<file path="src/rtl/uart_program_loader_if.sv">
// Programming write stream and loader status, grouped for the UART program loader.
// master: the loader drives the stream; slave: memories / top-level reset logic observe it.
interface uart_program_loader_if;
  logic        oUpgWriteEnable;
  logic [14:0] oUpgWriteAddress;
  logic [31:0] oUpgWriteData;
  logic        oUpgDone;
  logic        oBusy;
  logic        oError;

  modport master (
    output oUpgWriteEnable,
    output oUpgWriteAddress,
    output oUpgWriteData,
    output oUpgDone,
    output oBusy,
    output oError
  );

  modport slave (
    input oUpgWriteEnable,
    input oUpgWriteAddress,
    input oUpgWriteData,
    input oUpgDone,
    input oBusy,
    input oError
  );
endinterface

</file>
<file path="src/rtl/uart_program_loader.sv">
// UART boot loader: receives 8N1 bytes, assembles little-endian 32-bit words and emits one
// programming write per word, first for the instruction region (addr bit 14 = 0), then for
// the data region (addr bit 14 = 1), then raises done.
// Stream per region: 16-bit LE word count N, then N words of 4 bytes.
// Optional macro UART_LOADER_CHECKSUM_EN: each region is followed by one byte equal to the
// XOR of all its count and data bytes.
// CLKS_PER_BIT must be >= 4; MAX_WORDS must be <= 16384.
module uart_program_loader #(
  parameter int unsigned CLKS_PER_BIT = 87,
  parameter int unsigned MAX_WORDS    = 16384
) (
  input  logic                  iUpgClock,
  input  logic                  iUpgReset,
  input  logic                  iUartRx,
  uart_program_loader_if.master upg
);

  localparam int unsigned CntW = $clog2(CLKS_PER_BIT);
  localparam logic [CntW-1:0] HalfLast = CntW'(CLKS_PER_BIT / 2 - 1);
  localparam logic [CntW-1:0] FullLast = CntW'(CLKS_PER_BIT - 1);
  localparam logic [16:0]     MaxWords = 17'(MAX_WORDS);

  typedef enum logic [1:0] {RxIdle, RxStart, RxData, RxStop} rx_state_e;

`ifdef UART_LOADER_CHECKSUM_EN
  typedef enum logic [3:0] {
    LdICntLo, LdICntHi, LdIWords, LdICsum,
    LdDCntLo, LdDCntHi, LdDWords, LdDCsum,
    LdDone, LdError
  } ld_state_e;
  localparam ld_state_e IEnd = LdICsum;
  localparam ld_state_e DEnd = LdDCsum;
`else
  typedef enum logic [2:0] {
    LdICntLo, LdICntHi, LdIWords,
    LdDCntLo, LdDCntHi, LdDWords,
    LdDone, LdError
  } ld_state_e;
  localparam ld_state_e IEnd = LdDCntLo;
  localparam ld_state_e DEnd = LdDone;
`endif

  // Receiver state
  logic            rx_meta_q, rx_sync_q;
  rx_state_e       rx_state_q, rx_state_d;
  logic [CntW-1:0] clk_cnt_q, clk_cnt_d;
  logic [2:0]      bit_cnt_q, bit_cnt_d;
  logic [7:0]      shift_q, shift_d;
  logic            byte_valid, frame_err, start_ok;

  // Loader state
  ld_state_e   ld_state_q, ld_state_d;
  logic [7:0]  cnt_lo_q, cnt_lo_d;
  logic [15:0] count_q, count_d;
  logic [15:0] index_q, index_d;
  logic [1:0]  byte_sel_q, byte_sel_d;
  logic [31:0] word_q, word_d;
  logic        we_q, we_d;
  logic [14:0] addr_q, addr_d;
  logic [31:0] data_q, data_d;
  logic        busy_q, busy_d;
  logic [15:0] rx_count;
  logic        in_data;
`ifdef UART_LOADER_CHECKSUM_EN
  logic [7:0]  csum_q, csum_d;
`endif

  // Two-flop synchronizer; line reads idle-high during reset
  always_ff @(posedge iUpgClock) begin
    if (iUpgReset) begin
      rx_meta_q <= 1'b1;
      rx_sync_q <= 1'b1;
    end else begin
      rx_meta_q <= iUartRx;
      rx_sync_q <= rx_meta_q;
    end
  end

  // Byte receiver state register
  always_ff @(posedge iUpgClock) begin
    if (iUpgReset) begin
      rx_state_q <= RxIdle;
      clk_cnt_q  <= '0;
      bit_cnt_q  <= '0;
      shift_q    <= '0;
    end else begin
      rx_state_q <= rx_state_d;
      clk_cnt_q  <= clk_cnt_d;
      bit_cnt_q  <= bit_cnt_d;
      shift_q    <= shift_d;
    end
  end

  // Byte receiver next state: mid-bit sampling, LSB first
  always_comb begin
    rx_state_d = rx_state_q;
    clk_cnt_d  = clk_cnt_q + 1'b1;
    bit_cnt_d  = bit_cnt_q;
    shift_d    = shift_q;
    byte_valid = 1'b0;
    frame_err  = 1'b0;
    start_ok   = 1'b0;
    case (rx_state_q)
      RxIdle: begin
        clk_cnt_d = '0;
        if (!rx_sync_q) rx_state_d = RxStart;
      end
      RxStart: begin
        if (clk_cnt_q == HalfLast) begin
          clk_cnt_d = '0;
          if (rx_sync_q) begin
            rx_state_d = RxIdle;  // glitch, not a real start bit
          end else begin
            start_ok   = 1'b1;
            bit_cnt_d  = '0;
            rx_state_d = RxData;
          end
        end
      end
      RxData: begin
        if (clk_cnt_q == FullLast) begin
          clk_cnt_d = '0;
          shift_d   = {rx_sync_q, shift_q[7:1]};
          bit_cnt_d = bit_cnt_q + 1'b1;
          if (bit_cnt_q == 3'd7) rx_state_d = RxStop;
        end
      end
      RxStop: begin
        if (clk_cnt_q == FullLast) begin
          clk_cnt_d  = '0;
          rx_state_d = RxIdle;
          if (rx_sync_q) byte_valid = 1'b1;
          else           frame_err  = 1'b1;
        end
      end
      default: rx_state_d = RxIdle;
    endcase
  end

  // Loader state and write-port registers
  always_ff @(posedge iUpgClock) begin
    if (iUpgReset) begin
      ld_state_q <= LdICntLo;
      cnt_lo_q   <= '0;
      count_q    <= '0;
      index_q    <= '0;
      byte_sel_q <= '0;
      word_q     <= '0;
      we_q       <= 1'b0;
      addr_q     <= '0;
      data_q     <= '0;
      busy_q     <= 1'b0;
`ifdef UART_LOADER_CHECKSUM_EN
      csum_q     <= '0;
`endif
    end else begin
      ld_state_q <= ld_state_d;
      cnt_lo_q   <= cnt_lo_d;
      count_q    <= count_d;
      index_q    <= index_d;
      byte_sel_q <= byte_sel_d;
      word_q     <= word_d;
      we_q       <= we_d;
      addr_q     <= addr_d;
      data_q     <= data_d;
      busy_q     <= busy_d;
`ifdef UART_LOADER_CHECKSUM_EN
      csum_q     <= csum_d;
`endif
    end
  end

  assign rx_count = {shift_q, cnt_lo_q};
  assign in_data  = (ld_state_q == LdDCntHi) || (ld_state_q == LdDWords);

  // Loader next state: advances only on received bytes; framing errors are fatal
  always_comb begin
    ld_state_d = ld_state_q;
    cnt_lo_d   = cnt_lo_q;
    count_d    = count_q;
    index_d    = index_q;
    byte_sel_d = byte_sel_q;
    word_d     = word_q;
    we_d       = 1'b0;
    addr_d     = addr_q;
    data_d     = data_q;
`ifdef UART_LOADER_CHECKSUM_EN
    csum_d     = csum_q;
`endif
    if (frame_err && ld_state_q != LdDone && ld_state_q != LdError) begin
      ld_state_d = LdError;
    end else if (byte_valid) begin
      case (ld_state_q)
        LdICntLo, LdDCntLo: begin
          cnt_lo_d   = shift_q;
          ld_state_d = (ld_state_q == LdICntLo) ? LdICntHi : LdDCntHi;
`ifdef UART_LOADER_CHECKSUM_EN
          csum_d     = shift_q;  // checksum restarts with each region
`endif
        end
        LdICntHi, LdDCntHi: begin
          count_d    = rx_count;
          index_d    = '0;
          byte_sel_d = '0;
`ifdef UART_LOADER_CHECKSUM_EN
          csum_d     = csum_q ^ shift_q;
`endif
          if ({1'b0, rx_count} > MaxWords) ld_state_d = LdError;
          else if (rx_count == 16'd0)      ld_state_d = in_data ? DEnd : IEnd;
          else                             ld_state_d = in_data ? LdDWords : LdIWords;
        end
        LdIWords, LdDWords: begin
          word_d     = {shift_q, word_q[31:8]};
          byte_sel_d = byte_sel_q + 1'b1;
`ifdef UART_LOADER_CHECKSUM_EN
          csum_d     = csum_q ^ shift_q;
`endif
          if (byte_sel_q == 2'd3) begin
            we_d    = 1'b1;
            addr_d  = {in_data, index_q[13:0]};
            data_d  = {shift_q, word_q[31:8]};
            index_d = index_q + 16'd1;
            if (index_q == count_q - 16'd1) ld_state_d = in_data ? DEnd : IEnd;
          end
        end
`ifdef UART_LOADER_CHECKSUM_EN
        LdICsum: ld_state_d = (shift_q == csum_q) ? LdDCntLo : LdError;
        LdDCsum: ld_state_d = (shift_q == csum_q) ? LdDone : LdError;
`endif
        default: ;  // Done / Error ignore all bytes
      endcase
    end
  end

  // Busy from first confirmed start bit until a terminal state
  always_comb begin
    busy_d = busy_q;
    if (ld_state_d == LdDone || ld_state_d == LdError) busy_d = 1'b0;
    else if (start_ok)                                  busy_d = 1'b1;
  end

  assign upg.oUpgWriteEnable  = we_q;
  assign upg.oUpgWriteAddress = addr_q;
  assign upg.oUpgWriteData    = data_q;
  assign upg.oUpgDone         = (ld_state_q == LdDone);
  assign upg.oError           = (ld_state_q == LdError);
  assign upg.oBusy            = busy_q;

endmodule

</file>
<file path="src/flat_wrapper.sv">
// flat-port wrapper written by rule: the top's interface ports become plain ports
module uart_program_loader_flat 
#(
  parameter int unsigned CLKS_PER_BIT = 87,
  parameter int unsigned MAX_WORDS    = 16384
)
  (iUpgClock, iUpgReset, iUartRx, upg_oUpgWriteEnable, upg_oUpgWriteAddress, upg_oUpgWriteData, upg_oUpgDone, upg_oBusy, upg_oError);
  uart_program_loader_if upg_i ();
  input  logic iUpgClock;
  input  logic iUpgReset;
  input  logic iUartRx;
  output wire logic [$bits(upg_i.oUpgWriteEnable)-1:0] upg_oUpgWriteEnable;
  output wire logic [$bits(upg_i.oUpgWriteAddress)-1:0] upg_oUpgWriteAddress;
  output wire logic [$bits(upg_i.oUpgWriteData)-1:0] upg_oUpgWriteData;
  output wire logic [$bits(upg_i.oUpgDone)-1:0] upg_oUpgDone;
  output wire logic [$bits(upg_i.oBusy)-1:0] upg_oBusy;
  output wire logic [$bits(upg_i.oError)-1:0] upg_oError;
  assign upg_oUpgWriteEnable = upg_i.oUpgWriteEnable;
  assign upg_oUpgWriteAddress = upg_i.oUpgWriteAddress;
  assign upg_oUpgWriteData = upg_i.oUpgWriteData;
  assign upg_oUpgDone = upg_i.oUpgDone;
  assign upg_oBusy = upg_i.oBusy;
  assign upg_oError = upg_i.oError;
  uart_program_loader #(.CLKS_PER_BIT(CLKS_PER_BIT), .MAX_WORDS(MAX_WORDS)) u_core (.iUpgClock(iUpgClock), .iUpgReset(iUpgReset), .iUartRx(iUartRx), .upg(upg_i));
endmodule
</file>
<file path="config.mk">
export PLATFORM = sky130hd
export DESIGN_NAME = uart_program_loader_flat
export DESIGN_NICKNAME = d
export VERILOG_FILES = /design/src/rtl/uart_program_loader_if.sv /design/src/rtl/uart_program_loader.sv /design/src/flat_wrapper.sv
export SDC_FILE = /design/constraint.sdc
export NUM_CORES = 1
export LEC_CHECK = 0
export CORE_MARGIN = 4
export CORE_UTILIZATION = 60
export CTS_BUF_LIST = sky130_fd_sc_hd__clkbuf_2 sky130_fd_sc_hd__clkbuf_4 sky130_fd_sc_hd__clkbuf_8
export DETAILED_ROUTE_END_ITERATION = 7
export PLACE_DENSITY = 0.83
export SYNTH_ARGS = -nofsm -noshare
export SYNTH_HDL_FRONTEND = slang
export SYNTH_SLANG_ARGS = --single-unit
export TNS_END_PERCENT = 1
</file>
<file path="constraint.sdc">
create_clock -name iUpgClock -period 4 [get_ports iUpgClock]
set_input_delay 0.4 -clock iUpgClock [delete_from_list [all_inputs] [get_ports iUpgClock]]
set_output_delay 0.4 -clock iUpgClock [all_outputs]
set_load 0.005 [all_outputs]
</file>
[Yosys cells after proc, flatten, opt, wreduce, memory -nomap -nowiden]
Cells that the tools add are included.
Storage, ports and cells
  output and inout port bits: 51
  register bits: 148
  logic and storage cells: 111
Cells by class
  bitwise gates (word level): 3
  reductions and logical operators: 24
  magnitude comparators: 1
  multiplexer cells: 36
  equal/unequal tests: 26
  $add $sub $neg: 5
Operators with widths (number)
  $mux 3: 12
  $pmux 16 s2: 1
  $eq 3x3->1 const B: 7
  $pmux 7 s3: 1
  $add 16x1->16 const B: 1
  $eq 16x16->1: 1
  $gt 16x15->1 const B: 1
  $logic_not 16->1: 1
  $mux 16: 1
  $sub 16x1->16 const B: 1
  $mux 7: 2
  $mux 2: 6
  $reduce_and 3->1: 4
  $reduce_and 4->1: 3
  $ne 2x1->1 const B: 5
  $reduce_or 2->1: 5
  $mux 1: 9
  $pmux 3 s3: 1
  $pmux 2 s4: 1
  $add 7x1->7 const B: 1
  $eq 7x6->1 const B: 1
  $eq 7x7->1 const B: 1
  $eq 2x2->1 const B: 3
  $eq 3x2->1 const B: 2
  other kinds (17): 24

[Longest topological paths before layout]
Gate-level depths: netlist (run 1).
  word-level depth: 11
  gate-level depth with buffers: 11
  depth with buffers taken out: 9

[Worst setup path before layout (run 1)]
OpenSTA, ideal clock, no wires.
  kind: register to register
  from: register u_core.count_q[0]
  to: register u_core.busy_q (netlist: u_core.upg.oBusy)
  period minus slack after synthesis: 3028 ps
  slack: 972 ps
  required time: 3880 ps
  cell stages (with the launch flop): 11
  arrival time: 2909 ps
  cell sequence: dfxtp_1 > inv_1 > ha_1 > or4b_1 > buf_2 > nor4_2 > xnor2_1 > or4_1 > or4_4 > o21a_1 > o31a_1
Between the ends
  longest elaborated chain between the ends: 10
  elaborated cells on any way between the ends: 11
  those cells by class: add/sub (1); eq/ne (3); mux (5); reduce/logical (2)
RTL lines
  from (decl): RTL line uart_program_loader.sv:54  | logic [15:0] count_q, count_d;
  from (signal assigned): RTL line uart_program_loader.sv:159  | count_q <= count_d;
  $sub 16x1->16 (*): RTL line uart_program_loader.sv:223  | if (index_q == count_q - 16'd1) ld_state_d = in_data ? DEnd : IEnd;
  $eq 16x16->1 (*): RTL line uart_program_loader.sv:223
  $mux 3 (*): RTL line uart_program_loader.sv:223
  $mux 3 (*): RTL line uart_program_loader.sv:218  | if (byte_sel_q == 2'd3) begin
  $pmux 3 s3 (*): RTL line uart_program_loader.sv:193  | case (ld_state_q)
  $mux 3 (*): RTL line uart_program_loader.sv:192  | end else if (byte_valid) begin
  $mux 3 (*): RTL line uart_program_loader.sv:190  | if (frame_err && ld_state_q != LdDone && ld_state_q != LdError) begin
  $eq 3x3->1: RTL line uart_program_loader.sv:238  | if (ld_state_d == LdDone || ld_state_d == LdError) busy_d = 1'b0;
  $logic_or 1x1->1 (*): RTL line uart_program_loader.sv:238
  $reduce_or 2->1 (no line) (*)
  to (signal assigned): RTL line uart_program_loader.sv:166  | busy_q <= busy_d;
  to (decl): RTL line uart_program_loader.sv:61  | logic busy_q, busy_d;
Mark *: on every way between the ends. The rest lies on a longest branch, timed or not.
A chain may end at the register's enable or synchronous reset.

[Worst setup path in the final report (run 1)]
Ends and elaborated chain as after synthesis.

==> run_results.csv, run 1 <==
group,metric,value,unit
sta,fin_tns_setup,0,ns
sta,rsz0062_at_grt,"no",
power,peakVddDrop,342,µV
drt,vias_per_cell,5.69,
clocking,cts.clk_slew.worst_paths,0.08,ns
floorplan,coreArea,9820,µm²
sta,fin_ws,0.677,ns
setup_path,cpPeakStageDelay,0.62,ns
placed_design,dp_hpwl,9490,µm
drt,drc_errors,0,
setup_path,required,4.35,ns
setup_path,reg2reg_from,"u_core.count_q[0]$_SDFFE_PP0P_",
setup_path,cp-start-kind,"register",
cells_and_area,layout-drive-gt1-share,6.63,%
status,status,"finished clean",
floorplan,num_rows,36,
clocking,ctsHoldBuffers,0,
drt,drtIter0Drc,306,
global_routing,grt_start_max_net_pins,67,
yosys,synth-xor-area-share,5.49,%
sta,max_freq,0.301,GHz
sta,hold_viol,0,
floorplan,die_h,109,µm
global_routing,grt_pass1_vias,5083,
drt,wire_per_inst,15.2,µm
yosys,synth_top_area_share,46.2,%
yosys,ys_top_cells_by_area,"dfxtp_1 (46%), nand2_1 (11%), a21oi_1 (7.4%)",
setup_path,rr_worst_depth,9,
clocking,cts_tree,"done",
floorplan,die_width,109,µm
hold_path,worstHoldEndpoint,"u_core.rx_sync_q$_SDFF_PP1_",
placed_design,place_ws,0.721,ns
setup_path,critPathMaxFanout,7,
hold_path,hp-start,"u_core.rx_meta_q$_SDFF_PP1_",
setup_path,crit_chain,"inv_1 -> ha_1 -> or4b_1 -> nor4_2 -> xnor2_1 -> or4_1 -> or4_4 -> o21a_1 -> o31a_1",
yosys,syn_area,6070,µm²
drt,drt_pre_antenna_iters,5,
yosys,ys_warn_count,0,
sta,setup_viol,0,
yosys,synthMuxAreaShare,4.46,%
sta,finalClockSkew,0.0117,ns
setup_path,worstSetupEndpointType,"register",
cells_and_area,mostFrequentLayoutCells,"nand2_1 (177), dfxtp_1 (140), a21oi_1 (90)",
yosys,synth_top_family_by_area,"simple AND/OR/NAND/NOR gates",
clocking,cts-resized-gates,0,
yosys,synth-simple-area-share,26.5,%
floorplan,die_area,11800,µm²
drt,vias,5222,
setup_path,arrival,3.67,ns
yosys,async_flop_share,0,%
cells_and_area,final_nets,782,
yosys,syn_area_per_cell,8.12,µm²
setup_path,rr_endpoint,"u_core.upg.oBusy$_SDFFE_PP0P_",
cells_and_area,n_antenna_cell,0,
clocking,cts_setup_buffers,0,
yosys,syn_nets,758,
yosys,postSynthCellCount,747,
setup_path,cp_slowest_cell,"or4b_1",
flow_run,cap_violations,0,
floorplan,ios,54,
sta,period_needed,3.32,ns
global_routing,overflow,0,
yosys,ys_seq_area_share,46.2,%
cells_and_area,layout_commonest_cell,"nand2_1",
clocking,htreeDepth,4,
yosys,synth-compound-area-share,11.6,%
hold_path,whs_path_depth,1,
yosys,synth.distinct_cells,54,
sta,fin_crit_sh,83.1,%
setup_path,crit_type,"register to register",
placed_design,gp_congestion,0.894,
cells_and_area,syn_to_final_growth,15.1,%
power,p_leak,2.60,nW
yosys,synth_flop_cell,"dfxtp_1",
clocking,clockBufferDepth,2,
hold_path,hp-class,"register to register",
yosys,synth_adder_area_share,1.82,%
yosys,yosys.area.top_type,"dfxtp_1",
sta,holdWs,0.421,ns
drt,final_antenna_net_count,0,
cells_and_area,post-route-util,71.1,%
power,post-layout-total-power,2.55,mW
power,power_density,365,nW/µm²
sta,finalMaxSlewViolations,0,
yosys,synth_edf_count,0,
setup_path,regToRegSetupSlack,0.68,ns
clocking,cts_buffers,17,
drt,routed_wl,14000,µm
clocking,clockRootBuffer,"clkbuf_8",
clocking,clkLatencyLatePin,0.45,ns
global_routing,grt_usage,25.6,%
placed_design,io_buffer_count,53,
yosys,ys_ff_latch,140,
global_routing,grt_pass1_wl,23800,µm
floorplan,start_util,61.8,%
sta,worst_pin_slew,0.890,ns
sta,slew_headroom,40.5,%
global_routing,antenna_found_initial,0,
clocking,cts.sinks,140,
-- stage by stage --
stage,cell area [µm²],instances
2_1_floorplan,6070,747
6_report,6980,917
5_1_grt,6980,917
3_3_place_gp,6590,885
4_1_cts,6980,917
3_5_place_dp,6590,885
-- worst max-delay path: cells and delay by family, from the launching register on --
kind                     cells  cell delay (ns)
buffers and inverters        1             0.09
adder cells (fa/ha/maj)      1             0.28
flip-flops                   1             0.37
XOR/XNOR                     1             0.10
AO/OA/AOI/OAI                2             0.47
AND/OR/NAND/NOR              4             1.90
-- synthesized netlist by cell type (all sizes together), types with 3 or more instances --
cell type  instances
or4                6
nand4              9
clkbuf            50
nor3               8
o21a               3
nand2b             8
nor4b              4
a21oi             90
mux2i             27
dfxtp            140
nand2            177
or2                6
o211ai             4
nand3             16
nor4               8
and2               3
and3               9
nor2b              8
and3b              3
or3                4
o21ai              7
buf                3
inv                7
ha                 8
xnor2             18
xor2              20
nor2              73
nand3b             3
-- registers in the layout, indices dropped and copies added (netlist names), 7 cells and up, named ones only --
name and cells:
u_core.count_q 16, u_core.index_q 16, u_core.cnt_lo_q 8, u_core.upg.oUpgWriteData 32, u_core.shift_q 8, u_core.upg.oUpgWriteAddress 15
u_core.clk_cnt_q 7, u_core.word_q 24
-- routing by layer --
layer  share of wire [%]  wire [µm]  vias up  global-route usage (%)
met3                 5.6        777       39                    6.09
met2                  49       6870      148                    43.1
met4                 2.9        407        0                    12.2
met1                  42       5930     2468                    30.9
met5                   0          0        -                       0
li1                    -          -     2567                       -
-- worst max path at each step --
stage / to / slack, ns / depth (start not counted) / from
3_5_place_dp: u_core.upg.oBusy$_SDFFE_PP0P_ / 0.72 / 9 / u_core.count_q[0]$_SDFFE_PP0P_
4_1_cts: u_core.upg.oBusy$_SDFFE_PP0P_ / 0.70 / 9 / u_core.count_q[0]$_SDFFE_PP0P_
2_1_floorplan: u_core.upg.oBusy$_SDFFE_PP0P_ / 0.97 / 10 / u_core.count_q[0]$_SDFFE_PP0P_
3_3_place_gp: u_core.upg.oBusy$_SDFFE_PP0P_ / 0.80 / 9 / u_core.count_q[0]$_SDFFE_PP0P_
5_1_grt: u_core.upg.oBusy$_SDFFE_PP0P_ / 0.56 / 9 / u_core.count_q[0]$_SDFFE_PP0P_
6_report: u_core.upg.oBusy$_SDFFE_PP0P_ / 0.68 / 9 / u_core.count_q[0]$_SDFFE_PP0P_
-- logic make-up (layout without fill, tap and decap cells) --
logic type,after synthesis,after routing
flip-flops,140,140
AND/OR/NAND/NOR,350,350
multiplexers,27,27
buffers and inverters,60,97
XOR/XNOR,38,38
adder cells (fa/ha/maj),9,9
AO/OA/AOI/OAI,123,123
-- cell type report --
class | instances | area, µm²
clock buffers | 19 | 262
inverters | 7 | 26.3
clock inverters | 13 | 128
well taps | 133 | 166
flip-flops and latches | 140 | 2800
fillers | 815 | 2840
multi-input cells | 547 | 3030
repair buffers | 58 | 566
-- where the power goes --
part	switching, mW	internal (mW)
combinational	0.0226	0.00483
clock	0.585	0.538
sequential	0.00323	1.39
(Power assumes the default switching activity.)
==> run 2: changes to the inputs <==
Clock period 4 ns to 3.5 ns, I/O delays scaled along.
==> run_results.csv, run 2 (synthesis results as in run 1) <==
group,metric,value,unit
status,status,"finished clean",
clocking,ctsHoldBuffers,0,
clocking,cts-resized-gates,0,
placed_design,place_ws,0.368,ns
global_routing,grt_pass1_wl,23400,µm
setup_path,required,3.84,ns
sta,slew_headroom,39.5,%
sta,fin_tns_setup,0,ns
clocking,clkLatencyLatePin,0.44,ns
setup_path,cp_top_family,"simple AND/OR/NAND/NOR gates",
setup_path,crit_chain,"or4_1 -> nor4_4 -> mux2i_1 -> or4_1 -> or4_4 -> o21a_1 -> o31a_1",
cells_and_area,layout-drive-gt1-share,6.99,%
clocking,cts.sinks,140,
clocking,clockRootBuffer,"clkbuf_8",
cells_and_area,final_nets,785,
sta,fin_ws,0.342,ns
floorplan,start_util,61.8,%
global_routing,antenna_found_initial,0,
placed_design,dp_hpwl,9410,µm
setup_path,cp-start-kind,"register",
clocking,htreeDepth,4,
drt,final_antenna_net_count,0,
floorplan,num_rows,36,
drt,routed_wl,13900,µm
cells_and_area,layout_commonest_cell,"nand2_1",
sta,finalMaxSlewViolations,0,
clocking,cts_tree,"done",
setup_path,rr_worst_depth,7,
placed_design,gp_congestion,0.878,
floorplan,die_width,109,µm
power,switching_power,660,µW
sta,finalClockSkew,0.0111,ns
drt,drt_pre_antenna_iters,4,
flow_run,cap_violations,0,
setup_path,worstSetupEndpointType,"register",
global_routing,overflow,0,
setup_path,crit_type,"register to register",
sta,rsz0062_at_grt,"no",
setup_path,critPathMaxFanout,9,
hold_path,whs_path_depth,2,
drt,wire_per_inst,15.1,µm
power,power_frac_seq,48.8,%
sta,period_needed,3.16,ns
placed_design,io_buffer_count,53,
power,pwr-share-clk,50.3,%
sta,setup_viol,0,
setup_path,regToRegSetupSlack,0.34,ns
power,sw_frac_of_total,20.1,%
cells_and_area,largest_reg_flops,32,
cells_and_area,fin_area,7120,µm²
global_routing,grt_start_max_net_pins,61,
power,intPower,2.62,mW
drt,drtIter0Drc,358,
setup_path,rr_endpoint,"u_core.upg.oBusy$_SDFFE_PP0P_",
drt,vias_per_cell,5.66,
drt,drc_errors,0,
sta,fin_crit_sh,90.2,%
sta,worst_pin_slew,0.906,ns
setup_path,critPathMostFrequentCell,"or4_1",
setup_path,cpPeakStageDelay,0.67,ns
power,power_density,460,nW/µm²
sta,max_freq,0.317,GHz
cells_and_area,syn_to_final_growth,17.5,%
clocking,cts_buffers,17,
cells_and_area,n_antenna_cell,0,
setup_path,reg2reg_from,"u_core.count_q[2]$_SDFFE_PP0P_",
placed_design,placed_cell_area,6610,µm²
floorplan,coreArea,9820,µm²
sta,hold_viol,0,
cells_and_area,fillers,764,
hold_path,hp-class,"input port to register",
floorplan,ios,54,
power,peakVddDrop,375,µV
power,p_leak,2.68,nW
clocking,cts.clk_slew.worst_paths,0.08,ns
floorplan,die_area,11800,µm²
setup_path,cp_slowest_cell,"or4_1",
floorplan,die_h,109,µm
clocking,cts_setup_buffers,0,
power,combPwrFrac,1.0,%
global_routing,grt_pass1_vias,5011,
global_routing,grt_usage,24.9,%
setup_path,arrival,3.50,ns
clocking,clockBufferDepth,2,
drt,vias,5206,
setup_path,cp_num_buf_inv,0,
cells_and_area,mostFrequentLayoutCells,"nand2_1 (177), dfxtp_1 (140), a21oi_1 (90)",
hold_path,hp-start,"iUpgReset",
==> run 2: changes by cell type in the layout (fill, tap and decap cells not counted), sizes merged <==
cell,change
buf,+3
bufinv,+6
clkinvlp,-1
inv,-5
==> run 2: per-stage QoR <==
stage                     power, mW  utilization (%)  cells  hold slack [ns]
after floorplan                1.66                -    747            0.389
after global placement         1.67             67.4    888            0.391
after detailed placement       1.67             67.4    888            0.404
after CTS                      3.29             72.6    920            0.222
after global routing           3.38             72.6    920            0.221
final                          3.28             72.6    920            0.233
==> run 2: routing by layer <==
| metal | wire, µm | share of wire [%] | global-route usage [%] |
|---|---|---|---|
| met4 | 183 | 1.3 | 9.11 |
| met5 | 0 | 0 | 0 |
| met2 | 6920 | 50 | 41.3 |
| met1 | 6070 | 44 | 31.8 |
| met3 | 749 | 5.4 | 5.67 |
==> run 2: final cells by class <==
cell class / instances / area [µm²] / area share [%]
Tap cell: 133 / 166 / 2.34
Sequential cell: 140 / 2800 / 39.3
Clock inverter: 13 / 262 / 3.67
Clock buffer: 19 / 249 / 3.49
Timing Repair Buffer: 61 / 588 / 8.25
Multi-Input combinational cell: 547 / 3030 / 42.5
Inverter: 7 / 26.3 / 0.369
==> run 2: how the worst max path moves through the flow <==
stage                                         startpoint                             to  slack [ns]  depth (start not counted)
after floorplan           u_core.count_q[0]$_SDFFE_PP0P_  u_core.upg.oBusy$_SDFFE_PP0P_        0.47                         10
after global placement    u_core.count_q[0]$_SDFFE_PP0P_  u_core.upg.oBusy$_SDFFE_PP0P_        0.44                          7
after detailed placement  u_core.count_q[2]$_SDFFE_PP0P_  u_core.upg.oBusy$_SDFFE_PP0P_        0.37                          7
after global routing      u_core.count_q[0]$_SDFFE_PP0P_  u_core.upg.oBusy$_SDFFE_PP0P_        0.15                          9
after CTS                 u_core.count_q[2]$_SDFFE_PP0P_  u_core.upg.oBusy$_SDFFE_PP0P_        0.37                          7
final                     u_core.count_q[2]$_SDFFE_PP0P_  u_core.upg.oBusy$_SDFFE_PP0P_        0.34                          7
==> run 2: power groups by stage <==
stage          Sequential, mW  Clock (mW)  Combinational, mW
6_report                 1.60        1.65             0.0317
5_1_grt                  1.60        1.74             0.0349
4_1_cts                  1.60        1.66             0.0316
3_5_place_dp             1.63           0             0.0316
3_3_place_gp             1.63           0             0.0312
2_1_floorplan            1.63           0             0.0265
